$ cat src/rtl/dcache_load_buffer.sv
// dcache_load_buffer
//   Load buffer that sits directly upstream of the data cache. It queues
//   processor loads, presents them to dcache one at a time, and keeps each
//   address stable until dcache answers with either a hit or a memory tag.
//   Misses park in WAIT_DATA until their tag returns. Completed loads are
//   written back lowest buffer index first.
//
//   Ports
//     clk, reset            clock, asynchronous active-high reset
//     load_valid/addr/dest  incoming load; load_ready when an entry is FREE
//     proc2Dcache_addr      address held to dcache; dc_req_valid marks it live
//     dc_hit/dc_hit_data    registered hit for the previous cycle's address
//     dc_data_response      nonzero memory tag assigned to a miss
//     dc_data_tag/dc_data   memory data returning for a tag
//     wb_valid/dest/data    completed load, handed off when wb_ready is high
module dcache_load_buffer #(
  parameter int XLEN        = 64,
  parameter int NUM_ENTRIES = 8,
  parameter int IDX_BITS    = 3,
  parameter int DEST_BITS   = 5
) (
  input  logic                 clk,
  input  logic                 reset,
  input  logic                 load_valid,
  input  logic [XLEN-1:0]      load_addr,
  input  logic [DEST_BITS-1:0] load_dest,
  output logic                 load_ready,
  output logic [XLEN-1:0]      proc2Dcache_addr,
  output logic                 dc_req_valid,
  input  logic                 dc_hit,
  input  logic [63:0]          dc_hit_data,
  input  logic [3:0]           dc_data_response,
  input  logic [3:0]           dc_data_tag,
  input  logic [63:0]          dc_data,
  output logic                 wb_valid,
  output logic [DEST_BITS-1:0] wb_dest,
  output logic [63:0]          wb_data,
  input  logic                 wb_ready
);

  localparam logic [2:0] E_FREE      = 3'd0;
  localparam logic [2:0] E_PENDING   = 3'd1;
  localparam logic [2:0] E_ISSUED    = 3'd2;
  localparam logic [2:0] E_WAIT_DATA = 3'd3;
  localparam logic [2:0] E_DONE      = 3'd4;

  localparam logic [0:0] I_IDLE = 1'b0;
  localparam logic [0:0] I_WAIT = 1'b1;

  logic [2:0]           ent_state   [NUM_ENTRIES];
  logic [XLEN-1:0]      ent_addr    [NUM_ENTRIES];
  logic [DEST_BITS-1:0] ent_dest    [NUM_ENTRIES];
  logic [3:0]           ent_mem_tag [NUM_ENTRIES];
  logic [63:0]          ent_data    [NUM_ENTRIES];

  logic [0:0]           issue_state;
  logic [IDX_BITS-1:0]  issued_idx;
  logic [XLEN-1:0]      held_addr;

  logic                 any_free;
  logic                 any_pending;
  logic                 any_done;
  logic [IDX_BITS-1:0]  free_idx;
  logic [IDX_BITS-1:0]  pend_idx;
  logic [IDX_BITS-1:0]  done_idx;
  logic                 issue_now;

  // Lowest-index priority encoders over the entry states. Scanning from the
  // top down lets the last hit win, which is the lowest matching index.
  always_comb begin
    any_free    = 1'b0;
    any_pending = 1'b0;
    any_done    = 1'b0;
    free_idx    = '0;
    pend_idx    = '0;
    done_idx    = '0;
    for (int i = NUM_ENTRIES - 1; i >= 0; i--) begin
      if (ent_state[i] == E_FREE) begin
        any_free = 1'b1;
        free_idx = IDX_BITS'(i);
      end
      if (ent_state[i] == E_PENDING) begin
        any_pending = 1'b1;
        pend_idx    = IDX_BITS'(i);
      end
      if (ent_state[i] == E_DONE) begin
        any_done = 1'b1;
        done_idx = IDX_BITS'(i);
      end
    end
  end

  // The issue cycle drives the pending address straight through. Every other
  // cycle shows the registered copy, which keeps the address stable in I_WAIT
  // and holds the last value once the buffer goes idle.
  assign issue_now        = (issue_state == I_IDLE) && any_pending;
  assign dc_req_valid     = issue_now || (issue_state == I_WAIT);
  assign proc2Dcache_addr = issue_now ? ent_addr[pend_idx] : held_addr;
  assign load_ready       = any_free;
  assign wb_valid         = any_done;
  assign wb_dest          = any_done ? ent_dest[done_idx] : '0;
  assign wb_data          = any_done ? ent_data[done_idx] : 64'd0;

  // Entry and issue-FSM state. Allocation, issue, the I_WAIT outcome, a tag
  // return and a writeback always touch different entries. Allocation picks
  // a FREE entry, issue picks a PENDING one, the I_WAIT outcome acts on the
  // ISSUED one, a return acts on a WAIT_DATA one and writeback frees a DONE
  // one. Because of that, these updates can sit side by side without ordering
  // concerns. A return while in I_WAIT forces the issued entry to hold, so
  // only one entry can complete from dcache per cycle.
  always_ff @(posedge clk or posedge reset) begin
    if (reset) begin
      for (int i = 0; i < NUM_ENTRIES; i++) begin
        ent_state[i]   <= E_FREE;
        ent_addr[i]    <= '0;
        ent_dest[i]    <= '0;
        ent_mem_tag[i] <= '0;
        ent_data[i]    <= '0;
      end
      issue_state <= I_IDLE;
      issued_idx  <= '0;
      held_addr   <= '0;
    end else begin
      if (load_valid && any_free) begin
        ent_state[free_idx] <= E_PENDING;
        ent_addr[free_idx]  <= load_addr;
        ent_dest[free_idx]  <= load_dest;
      end

      if (issue_now) begin
        ent_state[pend_idx] <= E_ISSUED;
        issued_idx          <= pend_idx;
        held_addr           <= ent_addr[pend_idx];
        issue_state         <= I_WAIT;
      end else if (issue_state == I_WAIT && dc_data_tag == 4'd0) begin
        if (dc_hit) begin
          ent_state[issued_idx] <= E_DONE;
          ent_data[issued_idx]  <= dc_hit_data;
          issue_state           <= I_IDLE;
        end else if (dc_data_response != 4'd0) begin
          ent_state[issued_idx]   <= E_WAIT_DATA;
          ent_mem_tag[issued_idx] <= dc_data_response;
          issue_state             <= I_IDLE;
        end
      end

      if (dc_data_tag != 4'd0) begin
        for (int i = 0; i < NUM_ENTRIES; i++) begin
          if (ent_state[i] == E_WAIT_DATA && ent_mem_tag[i] == dc_data_tag) begin
            ent_state[i] <= E_DONE;
            ent_data[i]  <= dc_data;
          end
        end
      end

      if (any_done && wb_ready) begin
        ent_state[done_idx] <= E_FREE;
      end
    end
  end

endmodule

$ cat config.mk
export PLATFORM = sky130hd
export DESIGN_NAME = dcache_load_buffer
export DESIGN_NICKNAME = d
export VERILOG_FILES = /design/src/rtl/dcache_load_buffer.sv
export SDC_FILE = /design/constraint.sdc
export NUM_CORES = 2
export LEC_CHECK = 0
export CAP_MARGIN = 0
export CORE_AREA = 2 2 286 358
export CTS_BUF_LIST = sky130_fd_sc_hd__clkbuf_4
export CTS_CLUSTER_SIZE = 30
export DETAILED_ROUTE_END_ITERATION = 16
export DIE_AREA = 0 0 288 360
export GPL_ROUTABILITY_DRIVEN = 0
export PLACE_DENSITY = 0.77
export SLEW_MARGIN = 5
export SYNTH_ARGS = -nofsm -noshare
export SYNTH_HDL_FRONTEND = slang
export SYNTH_SLANG_ARGS = --single-unit
$ cat constraint.sdc
create_clock -name clk -period 48.1 [get_ports clk]
set_input_delay 9.62 -clock clk [delete_from_list [all_inputs] [get_ports clk]]
set_output_delay 9.62 -clock clk [all_outputs]
set_load 0.005 [all_outputs]
# ---- After elaboration in Yosys (flattened, before gate mapping)
# Cells that the tools add are included.
dict set report classes {
  n_reduce_logical 32
  shift 0
  addsub 0
  div 0
  bitwise 21
  mux 111
  n_mul 0
  eq_ne 32
  magnitude_cmp 8
}
# operator count
set ops {}
lappend ops {{two-way mux 512 bit} 4}
lappend ops {{bitwise mux 512 bit} 2}
lappend ops {{two-way mux 64 bit} 16}
lappend ops {{binary-select mux 64 bit (select 3 bit)} 2}
lappend ops {{demux 64 bit (select 3 bit)} 2}
lappend ops {{two-way mux 24 bit} 7}
lappend ops {{two-way mux 3 bit} 36}
lappend ops {{AND 16 bit} 3}
lappend ops {{inverter 16 bit} 3}
lappend ops {{bitwise mux 40 bit} 1}
lappend ops {{demux 3 bit (select 3 bit)} 4}
lappend ops {{bitwise mux 32 bit} 1}
lappend ops {{== test 4 bit} 8}
lappend ops {{two-way mux 1 bit} 28}
lappend ops {{AND 24 bit} 1}
lappend ops {{== test 3 x 1 -> 1 bit, second input constant} 8}
lappend ops {{== test 3 x 2 -> 1 bit, second input constant} 8}
lappend ops {{== test 3 bit, second input constant} 8}
lappend ops {{zero test 3 bit} 8}
lappend ops {{inverter 24 bit} 1}
lappend ops {{bitwise OR 8 bit} 3}
lappend ops {{two-way mux 5 bit} 4}
lappend ops {{>= comparator 4 bit, second input constant} 4}
lappend ops {{logical AND 1 bit} 16}
lappend ops {{17 further kinds} 26}
dict set report totals {
  mem_bits_ro 0
  latch_bits 0
  inputBits 210
  ram_bits 0
  reg_bits 1188
  n_memories 0
}

# ---- Logic depth before layout (Yosys ltp)
dict set report logic_depth {
  depth_word 26
  depth_mapped 12
  depth_no_buf 6
}

# ---- Worst setup path before layout
# Ideal clock, no wire load.
dict set report synth_path {
  kind {reg2out}
  start {register ent_state[23] in the netlist's numbering}
  end {output port proc2Dcache_addr[32]}
  arrival_ps 2382
  slack_ps 36098
  t_required_ps 38480
  path_stages_with_launch 12
  path_cell_list {dfrtp_1 -> clkbuf_1 -> or3b_1 -> clkbuf_1 -> and2_0 -> clkbuf_1 -> a31o_2 -> buf_2 -> buf_2 -> a221oi_1 -> nor2_1 -> o32a_1}
}
dict set report synth_between {
  elab_chain_len 7
  word_cells_on_any_way 9
}
# element line
set synth_lines {}
lappend synth_lines {{start: declaration} 50} ;# logic [2:0] ent_state [NUM_ENTRIES];
lappend synth_lines {{start signal: indexed assignment} 114} ;# ent_state[i] <= E_FREE;
lappend synth_lines {{start signal: indexed assignment} 125} ;# ent_state[free_idx] <= E_PENDING;
lappend synth_lines {{start signal: indexed assignment} 131} ;# ent_state[pend_idx] <= E_ISSUED;
lappend synth_lines {{== test 3 x 1 -> 1 bit (*)} 82} ;# if (ent_state[i] == E_PENDING) begin
lappend synth_lines {{two-way mux 3 bit} 82}
lappend synth_lines {{inverter 3 -> 4 bit (implied by the code)} 98} ;# assign proc2Dcache_addr = issue_now ? ent_addr[pend_idx] : held_addr;
lappend synth_lines {{binary-select mux 64 bit (select 3 bit)} 98}
lappend synth_lines {{two-way mux 64 bit (implied by the code) (2 in a row)} 98}
lappend synth_lines {{two-way mux 64 bit (*)} n/a}
lappend synth_lines {{end: declaration} 28} ;# output logic [XLEN-1:0] proc2Dcache_addr,
# Mark *: on every way between the ends. The rest lies on a longest branch, timed or not. The select of a mux whose other input is x is not followed.

# ---- Final worst setup path
dict set report layout_path {
  start {register ent_state[1] in the netlist's numbering}
  end {output port wb_data[2]}
}
dict set report layout_between {
  elab_chain_len 14
  word_cells_on_any_way 22
}
# element line
set layout_lines {}
lappend layout_lines {{== test 3 bit (*)} 86} ;# if (ent_state[i] == E_DONE) begin
lappend layout_lines {{two-way mux 3 bit (8 in a row)} 86}
lappend layout_lines {{inverter 3 -> 4 bit (implied by the code)} 102} ;# assign wb_data = any_done ? ent_data[done_idx] : 64'd0;
lappend layout_lines {{binary-select mux 64 bit (select 3 bit)} 102}
lappend layout_lines {{two-way mux 64 bit (implied by the code) (2 in a row)} 102}
lappend layout_lines {{two-way mux 64 bit (*)} 102}
lappend layout_lines {{end: declaration} 37} ;# output logic [63:0] wb_data,
# Marked as above.

==> metrics.md <==
| Metric | Value |
|---|---|
| Status | finished clean |
| # Post-CTS Setup Buffers | 0 |
| Worst hold start | ent_addr[5] |
| Final hold vios | 0 |
| Pint | 2.87 mW |
| RR Endpoint | ent_state[16] |
| Max_slew headroom | 15.8% |
| Period minus WS final | 15.28 ns |
| WP data required | 38.48 ns |
| Rows | 130 |
| Syn Inst Count | 5954 |
| Ys flop type | dfrtp_1 |
| Final setup fails | 0 |
| Grt met1 use | 44.9% |
| YS warnings | 0 |
| CTS tree | built |
| WP data arrival | 5.66 ns |
| CP Capture Type | primary output |
| First-pass GRT wire length | 292000 um |
| 1st-pass router iterations | 7 |
| Synthesized-area fraction occupied by adder cells | 0% |
| Total GRT Usage | 36.3% |
| Hold bufs inserted after CTS | 0 |
| Mean Syn Cell Area | 10.0 um2 |
| #FFs+latches synth | 1188 |
| Synth top area share | 49.7% |
| Die W | 288 um |
| Crit Path Class | reg -> out |
| Power Density | 73.2 nW/um2 |
| Worst-path clk slew | 0.07 ns |
| Combinational family with the most area after synthesis | compound AO/OA/AOI/OAI gates |
| Gate power share | 47.5% |
| Wire length per cell | 25.2 um |
| # Max-Cap Violations | 0 |
| Compound-Gate Fraction of Synth Area | 17.9% |
| Core area | 100000 um2 |
| Die H | 360 um |
| Core Util, Final | 66.2% |
| Via/cell ratio | 6.63 |
| DR iter-0 viols | 5001 |
| F_max | 65.4 MHz |
| VDD IR max | 0.0783 mV |
| Clk sinks | 1188 |
| Final nets | 6256 |
| Initial antenna violation count | 33 |
| Clock power frac | 16.8% |
| DRT Wirelength | 190000 um |
| Post-route clock skew | 0.0769 ns |
| Synth Cell Area | 59800 um2 |
| Seq pwr share | 35.7% |
| Max FO, Critical Path | 74 |
| Initial Utilization | 59.7% |
| Share of cells above drive strength 1 | 16.7% |
| Simple-gate area share of the yosys netlist | 10.2% |
| GRT Max-Usage Layer | met2 |
| LEAKAGE | 29.6 nW |
| Number of flops mapped to enable cells by yosys | 0 |
| Total grt overflow | 0 |
| Synth Area in XOR/XNOR | 0.469% |
| Area growth syn-to-layout | 10.9% |
| Synth area leaders | dfrtp_1 50%, mux2_2 8.4%, mux2i_1 8.2%, a21oi_1 6.2%, nand2_1 4.1% |
| Vias in the first global route | 50.3k |
| Via count | 49.9k |
| Yosys cell types | 68 |
| CTS H-tree depth | 5 |
| Synth cell count leaders | 1188 x dfrtp_1, 738 x a21oi_1, 651 x nand2_1 |
| HPWL after detailed placement | 102000 um |
| Largest net degree at the start of global routing | 180 |
| DRC Markers | 0 |
| Post-cts resize count | 0 |
| Yosys top cell by area | dfrtp_1 |
| Async set or reset register ratio after synthesis | 100% |
| Most numerous cell in the Yosys netlist | dfrtp_1 |
| R2R setup slack | 43.65 ns |
| Setup TNS | 0 ns |
| RR Startpoint | ent_state[1] |
| Syn Nets | 6164 |
| Worst Setup Start Kind | flop |
| Clock Tree Buf Depth | 4 |
| Fraction of synthesized area in multiplexers | 16.5% |
| Max-slew violation count | 0 |
| Worst Hold Class | reg -> reg |
| I/O Buffers | 345 |
| Cts bufs inserted | 313 |
| Switching share of power | 40.9% |
| Routed Antenna Nets | 0 |
| Crit share post-route | 31.8% |
| Pre-CTS WS | 34.16 ns |
| Sequential-to-total area share from yosys stat | 49.7% |
| Worst Tran Pin Value | 1.25 ns |
| Hold depth | 2 |
| CTS root buf | clkbuf_4 |
| Met2 usage | 58.8% |
| # fillers | 7906 |
| Final setup margin | 32.82 ns |
| Sw power | 1.99 mW |
| Cells on worst reg2reg path | 8 |
| Hold Path End | ent_addr[5] |
| GRT met3 Usage | 9.65% |
| IO Pins | 346 |
| Skew-Pair Late Insertion Delay | 1.24 ns |
| Die footprint | 104000 um2 |
| Unrepaired setup endpoints after global routing | no |
## power by group through the flow
stage / sequential [mW] / combinational, mW / clock, mW
floorplan: 1.68 / 1.49 / 0
detailed placement: 1.74 / 2.26 / 0
global route: 1.79 / 2.46 / 0.884
finish: 1.73 / 2.31 / 0.815
global placement: 1.72 / 2.22 / 0
CTS: 1.73 / 2.27 / 0.827
## flip-flops by register name, summed over array words and instances, names as in the netlist
signal / flops
issue_state: 1
ent_dest: 40
ent_data: 512
ent_mem_tag: 32
issued_idx: 3
ent_addr: 512
ent_state: 24
held_addr: 64
## cell usage in the layout, fill, tap and decap left out, types with 23 or more instances in the layout
cell | synthesis | layout
o22a_1 | 46 | 46
a21oi_1 | 738 | 736
a31oi_1 | 78 | 77
dfrtp_1 | 1188 | 1188
mux2_2 | 446 | 446
a22oi_1 | 37 | 37
a211oi_1 | 27 | 26
nor2_1 | 559 | 556
nor3_1 | 99 | 94
a221oi_1 | 73 | 73
clkbuf_4 | 0 | 417
o21a_1 | 69 | 69
nand3_1 | 65 | 61
xor2_1 | 23 | 23
clkdlybuf4s50_1 | 0 | 345
o221ai_1 | 154 | 154
a22o_1 | 35 | 35
clkinv_1 | 0 | 26
mux2i_1 | 487 | 487
a2111oi_0 | 138 | 138
nand2_1 | 651 | 645
o21ai_0 | 185 | 184
buf_4 | 60 | 88
## critical path: stages, from the launching register on
cell and delay [ns]:
dfrtp_1 0.45, or3b_4 0.39, buf_4 0.35, o21ai_0 0.32, a21oi_1 0.16, o21bai_4 1.01
buf_4 0.69, a21oi_1 0.15, o21a_1 0.21, clkdlybuf4s50_1 0.52
## cells by family (layout without fill, tap and decap cells)
| group | count (synthesis) | after routing |
|---|---|---|
| AOI/OAI and AO/OA | 1661 | 1661 |
| and+or+nand+nor | 1475 | 1475 |
| DFF | 1188 | 1188 |
| muxes | 933 | 933 |
| buffers and inverters | 665 | 902 |
| xor gates and xnor gates | 32 | 32 |
| other | 0 | 20 |
## cell type report
class | count | area [um2] | area share (%)
clock inverters | 43 | 249 | 0.375
multi-input cells | 4101 | 27300 | 41.2
repair buffers | 436 | 4170 | 6.29
well taps | 1320 | 1650 | 2.49
inverters | 6 | 30.0 | 0.0453
diodes | 20 | 50.0 | 0.0755
flip-flops and latches | 1188 | 29700 | 44.8
clock buffers | 417 | 3130 | 4.72
## how the worst max path moves through the flow
stage	end	slack (ns)	cells past startpoint	startpoint
finish	wb_data[2]	32.82	9	ent_state[1]
CTS	wb_data[2]	32.87	9	ent_state[1]
detailed placement	ent_data[256]	34.16	7	dc_data_tag[1]
global placement	ent_data[291]	34.25	7	dc_data_tag[1]
global route	proc2Dcache_addr[42]	32.66	8	ent_state[18]
floorplan	ent_addr[0]	5.01	1	reset
## metal layers
| metal | up-vias | share of wire (%) | wire [um] |
|---|---|---|---|
| li1 | 21767 | - | - |
| met5 | - | 0.13 | 239 |
| met2 | 2832 | 48 | 91400 |
| met4 | 38 | 4.0 | 7660 |
| met3 | 569 | 10 | 19300 |
| met1 | 24697 | 37 | 71100 |
## per-stage QoR
stage	hold WS, ns	cells	instance area, um2	total power, mW
6_report	0.470	7531	66300	4.86
5_1_grt	0.494	7527	66300	5.13
4_1_cts	0.472	7511	66300	4.83
3_5_place_dp	0.456	7051	62900	4.01
3_3_place_gp	0.451	7051	62900	3.93
2_1_floorplan	0.437	5954	59800	3.18
Note: power is estimated with default switching activity, not from simulation.
